**src/rtl/can_bit_destuff_pkg.sv**
```systemverilog
// Shared CAN receive-path constants: FSM state codes, default stuff length, bus levels.
// Latency: n/a (constants only).
// Backpressure: n/a (constants only).
package can_bit_destuff_pkg;

  // Destuffer FSM state codes
  typedef logic [1:0] state_t;
  localparam state_t S_IDLE = 2'd0;
  localparam state_t S_RUN  = 2'd1;
  localparam state_t S_ERR  = 2'd2;

  // CAN inserts a complement bit after five identical bits
  localparam int CAN_STUFF_LEN = 5;

  // Bus levels as seen by the bit sampler
  localparam logic DOMINANT  = 1'b0;
  localparam logic RECESSIVE = 1'b1;

endpackage

```
**src/rtl/can_run_counter.sv**
```systemverilog
// Tracks the value of the current run of identical bits and its length.
// Latency: cnt/last update one clk after a load/inc/clr request; run_hit decodes the registered count.
// Backpressure: none; the controller issues at most one request per cycle (clr > load > inc).
module can_run_counter
  import can_bit_destuff_pkg::*;
#(
  parameter int STUFF_LEN = CAN_STUFF_LEN,
  parameter int CNT_W     = $clog2(STUFF_LEN + 1)
) (
  input  logic             clk,
  input  logic             rst,
  input  logic             clr,
  input  logic             load,
  input  logic             inc,
  input  logic             bit_in,
  output logic [CNT_W-1:0] cnt,
  output logic             last,
  output logic             run_hit
);

  localparam logic [CNT_W-1:0] CNT_ZERO = '0;
  localparam logic [CNT_W-1:0] CNT_ONE  = CNT_W'(1);
  localparam logic [CNT_W-1:0] CNT_FULL = CNT_W'(STUFF_LEN);

  logic [CNT_W-1:0] cnt_q, cnt_d;
  logic             last_q, last_d;

  // Next run state: clear wins, load starts a new run, inc extends the current one
  always_comb begin
    cnt_d  = cnt_q;
    last_d = last_q;
    if (clr) begin
      cnt_d  = CNT_ZERO;
      last_d = DOMINANT;
    end else if (load) begin
      cnt_d  = CNT_ONE;
      last_d = bit_in;
    end else if (inc) begin
      cnt_d  = cnt_q + CNT_ONE;
      last_d = bit_in;
    end
  end

  // Run registers
  always_ff @(posedge clk) begin
    if (rst) begin
      cnt_q  <= CNT_ZERO;
      last_q <= DOMINANT;
    end else begin
      cnt_q  <= cnt_d;
      last_q <= last_d;
    end
  end

  assign cnt     = cnt_q;
  assign last    = last_q;
  assign run_hit = (cnt_q == CNT_FULL);

endmodule

```
**src/rtl/can_bit_destuff.sv**
```systemverilog
// CAN receive bit destuffer: drops the stuff bit after STUFF_LEN identical bits and flags stuff errors.
// Latency: dout/dout_valid/stuff_err registered, one clk after the qualifying din_valid edge.
// Backpressure: none; din_valid is a strobe and downstream must take every dout_valid pulse.
module can_bit_destuff
  import can_bit_destuff_pkg::*;
#(
  parameter int STUFF_LEN = CAN_STUFF_LEN,
  parameter int CNT_W     = $clog2(STUFF_LEN + 1)
) (
  input  logic clk,
  input  logic rst,
  input  logic en,
  input  logic din_valid,
  input  logic din,
  output logic dout,
  output logic dout_valid,
  output logic stuff_err,
  output logic busy
);

  localparam logic [CNT_W-1:0] CNT_ZERO = '0;

  state_t           state_q, state_d;
  logic             dout_q, dout_d;
  logic             dout_valid_q, dout_valid_d;
  logic             stuff_err_q, stuff_err_d;

  logic             cnt_clr, cnt_load, cnt_inc;
  logic [CNT_W-1:0] cnt;
  logic             last;
  logic             skip;
  logic             stuff_bad;

  // The bit after a full-length run is the stuff bit; it is pending exactly while the run is full
  can_run_counter #(
    .STUFF_LEN (STUFF_LEN),
    .CNT_W     (CNT_W)
  ) u_run (
    .clk     (clk),
    .rst     (rst),
    .clr     (cnt_clr),
    .load    (cnt_load),
    .inc     (cnt_inc),
    .bit_in  (din),
    .cnt     (cnt),
    .last    (last),
    .run_hit (skip)
  );

  // A stuff bit must be the complement of the run it terminates
  assign stuff_bad = din_valid && skip && (din == last);

  // State register
  always_ff @(posedge clk) begin
    if (rst) begin
      state_q <= S_IDLE;
    end else begin
      state_q <= state_d;
    end
  end

  // Next-state: en opens/closes the window, a bad stuff bit parks in ERR until en drops
  always_comb begin
    state_d = state_q;
    case (state_q)
      S_IDLE: begin
        if (en) state_d = S_RUN;
      end
      S_RUN: begin
        if (!en)            state_d = S_IDLE;
        else if (stuff_bad) state_d = S_ERR;
      end
      S_ERR: begin
        if (!en) state_d = S_IDLE;
      end
      default: state_d = S_IDLE;
    endcase
  end

  // Output and run-counter control per state
  always_comb begin
    dout_d       = dout_q;
    dout_valid_d = 1'b0;
    stuff_err_d  = 1'b0;
    cnt_clr      = 1'b0;
    cnt_load     = 1'b0;
    cnt_inc      = 1'b0;
    case (state_q)
      S_IDLE: begin
        // Outside the stuffed region every sampled bit is passed straight through
        cnt_clr = 1'b1;
        if (din_valid) begin
          dout_d       = din;
          dout_valid_d = 1'b1;
        end
      end
      S_RUN: begin
        if (!en) begin
          // Window closed: the bit arriving now already belongs to the unstuffed region
          cnt_clr = 1'b1;
          if (din_valid) begin
            dout_d       = din;
            dout_valid_d = 1'b1;
          end
        end else if (din_valid) begin
          if (skip) begin
            if (din != last) begin
              // Valid stuff bit: swallow it, it starts the next run
              cnt_load = 1'b1;
            end else begin
              stuff_err_d = 1'b1;
            end
          end else begin
            dout_d       = din;
            dout_valid_d = 1'b1;
            // cnt==0 marks the first bit of the window, whose run always starts fresh
            if ((cnt == CNT_ZERO) || (din != last)) begin
              cnt_load = 1'b1;
            end else begin
              cnt_inc = 1'b1;
            end
          end
        end
      end
      S_ERR: begin
        // Frame is already lost; keep the counter idle so IDLE is entered clean
        cnt_clr = 1'b1;
      end
      default: begin
        cnt_clr = 1'b1;
      end
    endcase
  end

  // Registered outputs
  always_ff @(posedge clk) begin
    if (rst) begin
      dout_q       <= DOMINANT;
      dout_valid_q <= 1'b0;
      stuff_err_q  <= 1'b0;
    end else begin
      dout_q       <= dout_d;
      dout_valid_q <= dout_valid_d;
      stuff_err_q  <= stuff_err_d;
    end
  end

  assign dout       = dout_q;
  assign dout_valid = dout_valid_q;
  assign stuff_err  = stuff_err_q;
  assign busy       = (state_q == S_RUN);

endmodule
```
**config.mk**
```make
export PLATFORM = sky130hd
export DESIGN_NAME = can_bit_destuff
export DESIGN_NICKNAME = d
export VERILOG_FILES = /design/src/rtl/can_bit_destuff_pkg.sv /design/src/rtl/can_run_counter.sv /design/src/rtl/can_bit_destuff.sv
export SDC_FILE = /design/constraint.sdc
export NUM_CORES = 1
export LEC_CHECK = 0
export CORE_AREA = 4 4 41 43
export CTS_CLUSTER_SIZE = 16
export DETAILED_ROUTE_END_ITERATION = 7
export DIE_AREA = 0 0 45 47
export GPL_ROUTABILITY_DRIVEN = 0
export SLEW_MARGIN = 20
export SYNTH_ARGS = -nofsm -noshare
export SYNTH_HDL_FRONTEND = slang
export SYNTH_HIERARCHICAL = 1
export SYNTH_SLANG_ARGS = --single-unit
```
**constraint.sdc**
```tcl
create_clock -name clk -period 2.45 [get_ports clk]
set_clock_uncertainty 0.05 [all_clocks]
set_input_delay 0.49 -clock clk [delete_from_list [all_inputs] [get_ports clk]]
set_output_delay 0.49 -clock clk [all_outputs]
set_load 0.01 [all_outputs]
```
[Yosys cells after proc, flatten, opt, wreduce, memory -nomap -nowiden]
Cells that the tools add are included.
W data, S select, Z words.
Cells by class
  reductions and logical operators: 12
  bitwise logic cells: 4
  equal/unequal tests: 10
  muxes and demuxes: 33
  $add $sub $neg: 1
Operator list (number)
  $mux W1: 26
  $mux W2: 4
  $ne A3 B3 Y1 const B: 2
  $pmux W2 S3: 1
  $reduce_and A3 Y1: 2
  $reduce_or A5 Y1: 1
  $ne A2 B2 Y1 const B: 2
  $not A1 Y1: 4
  $pmux W1 S2: 2
  $reduce_bool A2 Y1: 2
  $add A3 B1 Y3 const B: 1
  $eq A3 B3 Y1 const B: 1
  $logic_not A3 Y1: 1
  $ne A3 B2 Y1 const B: 1
  $reduce_or A3 Y1: 1
  $eq A2 B1 Y1 const B: 1
  $eq A2 B2 Y1 const B: 1
  $logic_and A1 B1 Y1: 2
  $logic_not A2 Y1: 1
  $reduce_or A2 Y1: 1
  $eq A1 B1 Y1: 1
  $logic_or A1 B1 Y1: 1
  $ne A1 B1 Y1: 1
Storage, ports and cells
  logic and storage cells: 67
  register bits: 9
  output and inout bits: 4

[Depth between registers and ports, before layout]
  depth in word-level cells: 9
  gate-level depth with buffers: 7
  gate-level depth less buffers: 7

[Hierarchy]
Netlist, hierarchy kept.
By module, submodules not included
  can_bit_destuff: sequential area each 100.1 um2, area each 242.7 um2, cells an instance 28, times used 1
  can_run_counter: sequential area each 80.1 um2, area each 206.4 um2, cells an instance 20, times used 1

[Worst setup path after synthesis]
No wires, ideal clock.
  path type: register -> register
  start: register u_run.cnt_q[1], in the netlist u_run/cnt[1]
  end: register u_run.cnt_q[1], in the netlist u_run/cnt[1]
  required time: 2249 ps
  arrival time: 1650 ps
  cell stages (with the launch flop): 8
  slack: 599 ps
  setup time: 151 ps
  path through: dfxtp_1 inv_1 ha_1 and2_1 or4_4 a21oi_2 or3_4 a211oi_2
On the way
  elaborated cells between the ends (all ways): 15
  those cells by class: 1 x add/sub; 1 x eq/ne; 10 x mux; 3 x reduce/logical
RTL lines
  from (decl): RTL line can_run_counter.sv:25  | logic [CNT_W-1:0] cnt_q, cnt_d;
  from (signal assigned): RTL line can_run_counter.sv:50  | cnt_q <= cnt_d;
  $eq A3 B3 Y1: RTL line can_run_counter.sv:57  | assign run_hit = (cnt_q == CNT_FULL);
  net skip: RTL line can_bit_destuff.sv:31  | logic skip;
  $mux W1: RTL line can_bit_destuff.sv:106  | if (skip) begin
  $mux W1: RTL line can_bit_destuff.sv:105  | end else if (din_valid) begin
  $mux W1: RTL line can_bit_destuff.sv:98  | if (!en) begin
  $mux W1: RTL line can_bit_destuff.sv:88  | case (state_q)
  net cnt_load: RTL line can_bit_destuff.sv:28  | logic cnt_clr, cnt_load, cnt_inc;
  $reduce_or A3 Y1 (no line)
The timed path passes the listed nets, and every way through them passes these cells.
A chain may end at the register's enable or synchronous reset.

[Worst setup path after layout]
  start: register u_run.cnt_q[1], in the netlist u_run/cnt[1]
  end: register u_run.last_q, in the netlist u_run/last
On the way
  elaborated cells between the ends (all ways): 15
  those cells by class: 1 x eq/ne; 11 x mux; 3 x reduce/logical
RTL lines
  $eq A3 B3 Y1 *: RTL line can_run_counter.sv:57
  net skip: RTL line can_bit_destuff.sv:31
  $mux W1 *: RTL line can_bit_destuff.sv:106
  $mux W1 *: RTL line can_bit_destuff.sv:105
  $mux W1 *: RTL line can_bit_destuff.sv:98
  $mux W1 *: RTL line can_bit_destuff.sv:88
  net cnt_load: RTL line can_bit_destuff.sv:28
  $mux W1 / $reduce_bool A2 Y1 (equally long branches)
  to (signal assigned): RTL line can_run_counter.sv:51  | last_q <= last_d;
  to (decl): RTL line can_run_counter.sv:26  | logic last_q, last_d;
Mark *: on every way through the listed nets, which the timed path passes. The rest lies on a longest branch.

==> impl_results.md <==
- Worst-case clock buffer depth: 2
- Port Buf Inserts: 8
- Syn Nets: 55
- Startpoint Class: flop
- Setup Buffers After CTS: 0
- Sink Count: 9
- Mapped Avg Cell Area: 9.36 sq um
- Ant diodes: 0
- Crit path kind: flop to flop
- Most frequent cells in the layout: 9 x dfxtp_1, 8 x clkdlybuf4s50_1
- Synth area leaders: dfxtp_1 40%, ha_1 5.6%, a21oi_1 3.3%
- CP Max Fanout: 6
- Place WS: 0.248 ns
- Clk pin slew, worst setup/hold paths: 0.06 ns
- DRT Pass-1 Iters: 4
- Setup TNS: 0 ns
- Top FF cell, synth: dfxtp_1
- DR vias: 375
- Vias in the first global route: 299
- H-Tree Depth: 1
- Fraction of layout cells with a size suffix above 1: 14.8%
- Core ar.: 1300 sq um
- Global Route Usage Sum: 9.11%
- Worst R2R End: u_run/last$_SDFFE_PP0P_
- Post-synth EDFFs: 0
- Worst Hold Path EP: state_q[0]$_SDFFE_PP0P_
- Post-Synthesis Cells: 48
- Worst hold path type: flop to flop
- Design area: 582 sq um
- Hold_sp: state_q[1]$_SDFFE_PP0P_
- Most common cell after layout, fill and taps aside: dfxtp_1
- Root buffer cell: clkbuf_4
- Starting Density: 34.5%
- Pwr Density: 498 nW/um^2
- Final nets: 69
- Largest net degree at the start of global routing: 8
- Synth Register Bits: 9
- Global-route wire length before repair: 1.35 mm
- Relative slew slack: 70.5%
- # fillers: 135
- Cts hold-fix bufs: 0
- Clock period minus worst slack: 1.94 ns
- Asr flop ratio synth: 0%
- Grt ovf: 0
- Leak: 0.214 nW
- Setup Viol. Count Final: 0
- CP Cell Sequence: inv_1, ha_1, and2_1, or4_4, a21oi_2, o21ai_0, a21boi_1
- Crit path arrival time: 2.07 ns
- IO Pins: 9
- Synth area leader: dfxtp_1
- DP Area: 556 sq um
- Slack of the worst reg-to-reg path: 0.51 ns
- Via density: 4.93
- Slowest stage delay, CP: 0.55 ns
- Mapped cell area: 449 sq um
- Wirelength per Cell: 10.6 um
- Worst-Margin Slew: 0.440 ns
- Worst Hold Depth: 1
- CP max-delay cell: or4_4
- PostCTS Resize Cnt: 0
- Crit path setup slack, layout: 0.513 ns
- Num rows: 13
- Sequential fraction of the synthesis area: 40.1%
- Final HPWL DP: 632 um
- Post-route ant nets: 0
- Initial antenna violation count: 0
- Syn. warnings: 6
- Status: finished, final reports clean
- Peak supply drop: 0.000299 V
- F_max: 516 MHz
- Cts bufs inserted: 3
- Area Growth Syn to Fin: 29.5%
- DRC viols: 0
- Max_cap viols: 0
- Top cell type's share of synthesized area: 40.1%
- R2R Path Start: u_run/cnt[1]$_SDFFE_PP0P_
- Die area: 2120 sq um
- Die W: 45 um
- Final Hold Vio Count: 0
- DRT iter0 DRCs: 8
- Cells on worst reg2reg path: 7
- Final period util: 79.1%
- Final slew viol count: 0
- Clk_lat worst skew: 0.26 ns
- Total wire length after detailed routing: 802 um
- Worst endpoint required time: 2.59 ns
- RSZ-0062 raised after global routing: no
- Critical Path End Type: flop
- CTS tree: yes
- Die Span Y: 47 um
- Distinct cell type count after synthesis: 28
==> power breakdown <==
part | internal [mW] | total, mW | switching [mW]
Clock | 0.0626 | 0.112 | 0.0496
Combinational | 0.0153 | 0.0271 | 0.0118
Sequential | 0.149 | 0.151 | 0.00154
Total | 0.227 | 0.290 | 0.0629
==> worst max-delay path by stage <==
stage	slack [ns]	start	to	depth (start not counted)
6_report	0.51	u_run/cnt[1]$_SDFFE_PP0P_	u_run/last$_SDFFE_PP0P_	7
5_1_grt	0.31	u_run/cnt[1]$_SDFFE_PP0P_	u_run/last$_SDFFE_PP0P_	7
4_1_cts	0.49	u_run/cnt[1]$_SDFFE_PP0P_	u_run/last$_SDFFE_PP0P_	7
3_5_place_dp	0.25	din	u_run/cnt[0]$_SDFFE_PP0P_	7
3_3_place_gp	0.29	din	u_run/cnt[0]$_SDFFE_PP0P_	7
2_1_floorplan	0.60	u_run/cnt[1]$_SDFFE_PP0P_	u_run/cnt[1]$_SDFFE_PP0P_	7
==> synth_stat cells (2+ instances only) <==
cell type,number
ha_1,2
nand2b_1,2
a21oi_1,3
nand2_1,3
nand3_1,3
dfxtp_1,9
nor2_1,3
nor3_1,3
==> sequential cells by signal (all words and copies together) (netlist names) <==
| signal | cells |
|---|---|
| dout | 1 |
| dout_valid | 1 |
| state_q | 2 |
| stuff_err | 1 |
| u_run/cnt | 3 |
| u_run/last | 1 |
==> final cells by class <==
type	count	area (sq um)	area share, %
Inverter	1	3.75	0.645
Clock buffer	4	26.3	4.52
Timing Repair Buffer	9	87.6	15.1
Multi-Input combinational cell	38	265	45.6
Tap cell	15	18.8	3.23
Sequential cell	9	180	31.0
==> metal layers <==
metal	wire (um)	global-route usage, %
met1	388	11.2
met5	0	0
met3	57	5.75
met2	347	12.7
met4	8	3.51
==> through the flow <==
stage | util (%) | power [mW] | instances | hold slack [ns]
2_1_floorplan | - | 0.165 | 48 | 0.387
3_3_place_gp | 42.7 | 0.181 | 72 | 0.426
3_5_place_dp | 42.7 | 0.181 | 72 | 0.427
4_1_cts | 44.7 | 0.298 | 76 | 0.437
5_1_grt | 44.7 | 0.312 | 76 | 0.446
6_report | 44.7 | 0.290 | 76 | 0.434
==> cells by family after synthesis <==
kind of cell | after synthesis | synth area share, %
buf+inv | 1 | 0.835
simple gates | 23 | 30.9
fa+ha+maj | 2 | 5.57
xor+xnor | 2 | 3.90
flops | 9 | 40.1
compound gates | 11 | 18.7
==> worst max-delay path, delay by kind of cell (launching register included) <==
kind	cells	cell delay, ns
AO/OA/AOI/OAI	3	0.45
buffers and inverters	1	0.06
AND/OR/NAND/NOR	2	0.76
flip-flops	1	0.39
adder cells (fa/ha/maj)	1	0.16
Note: power is estimated with default switching activity, not from simulation.
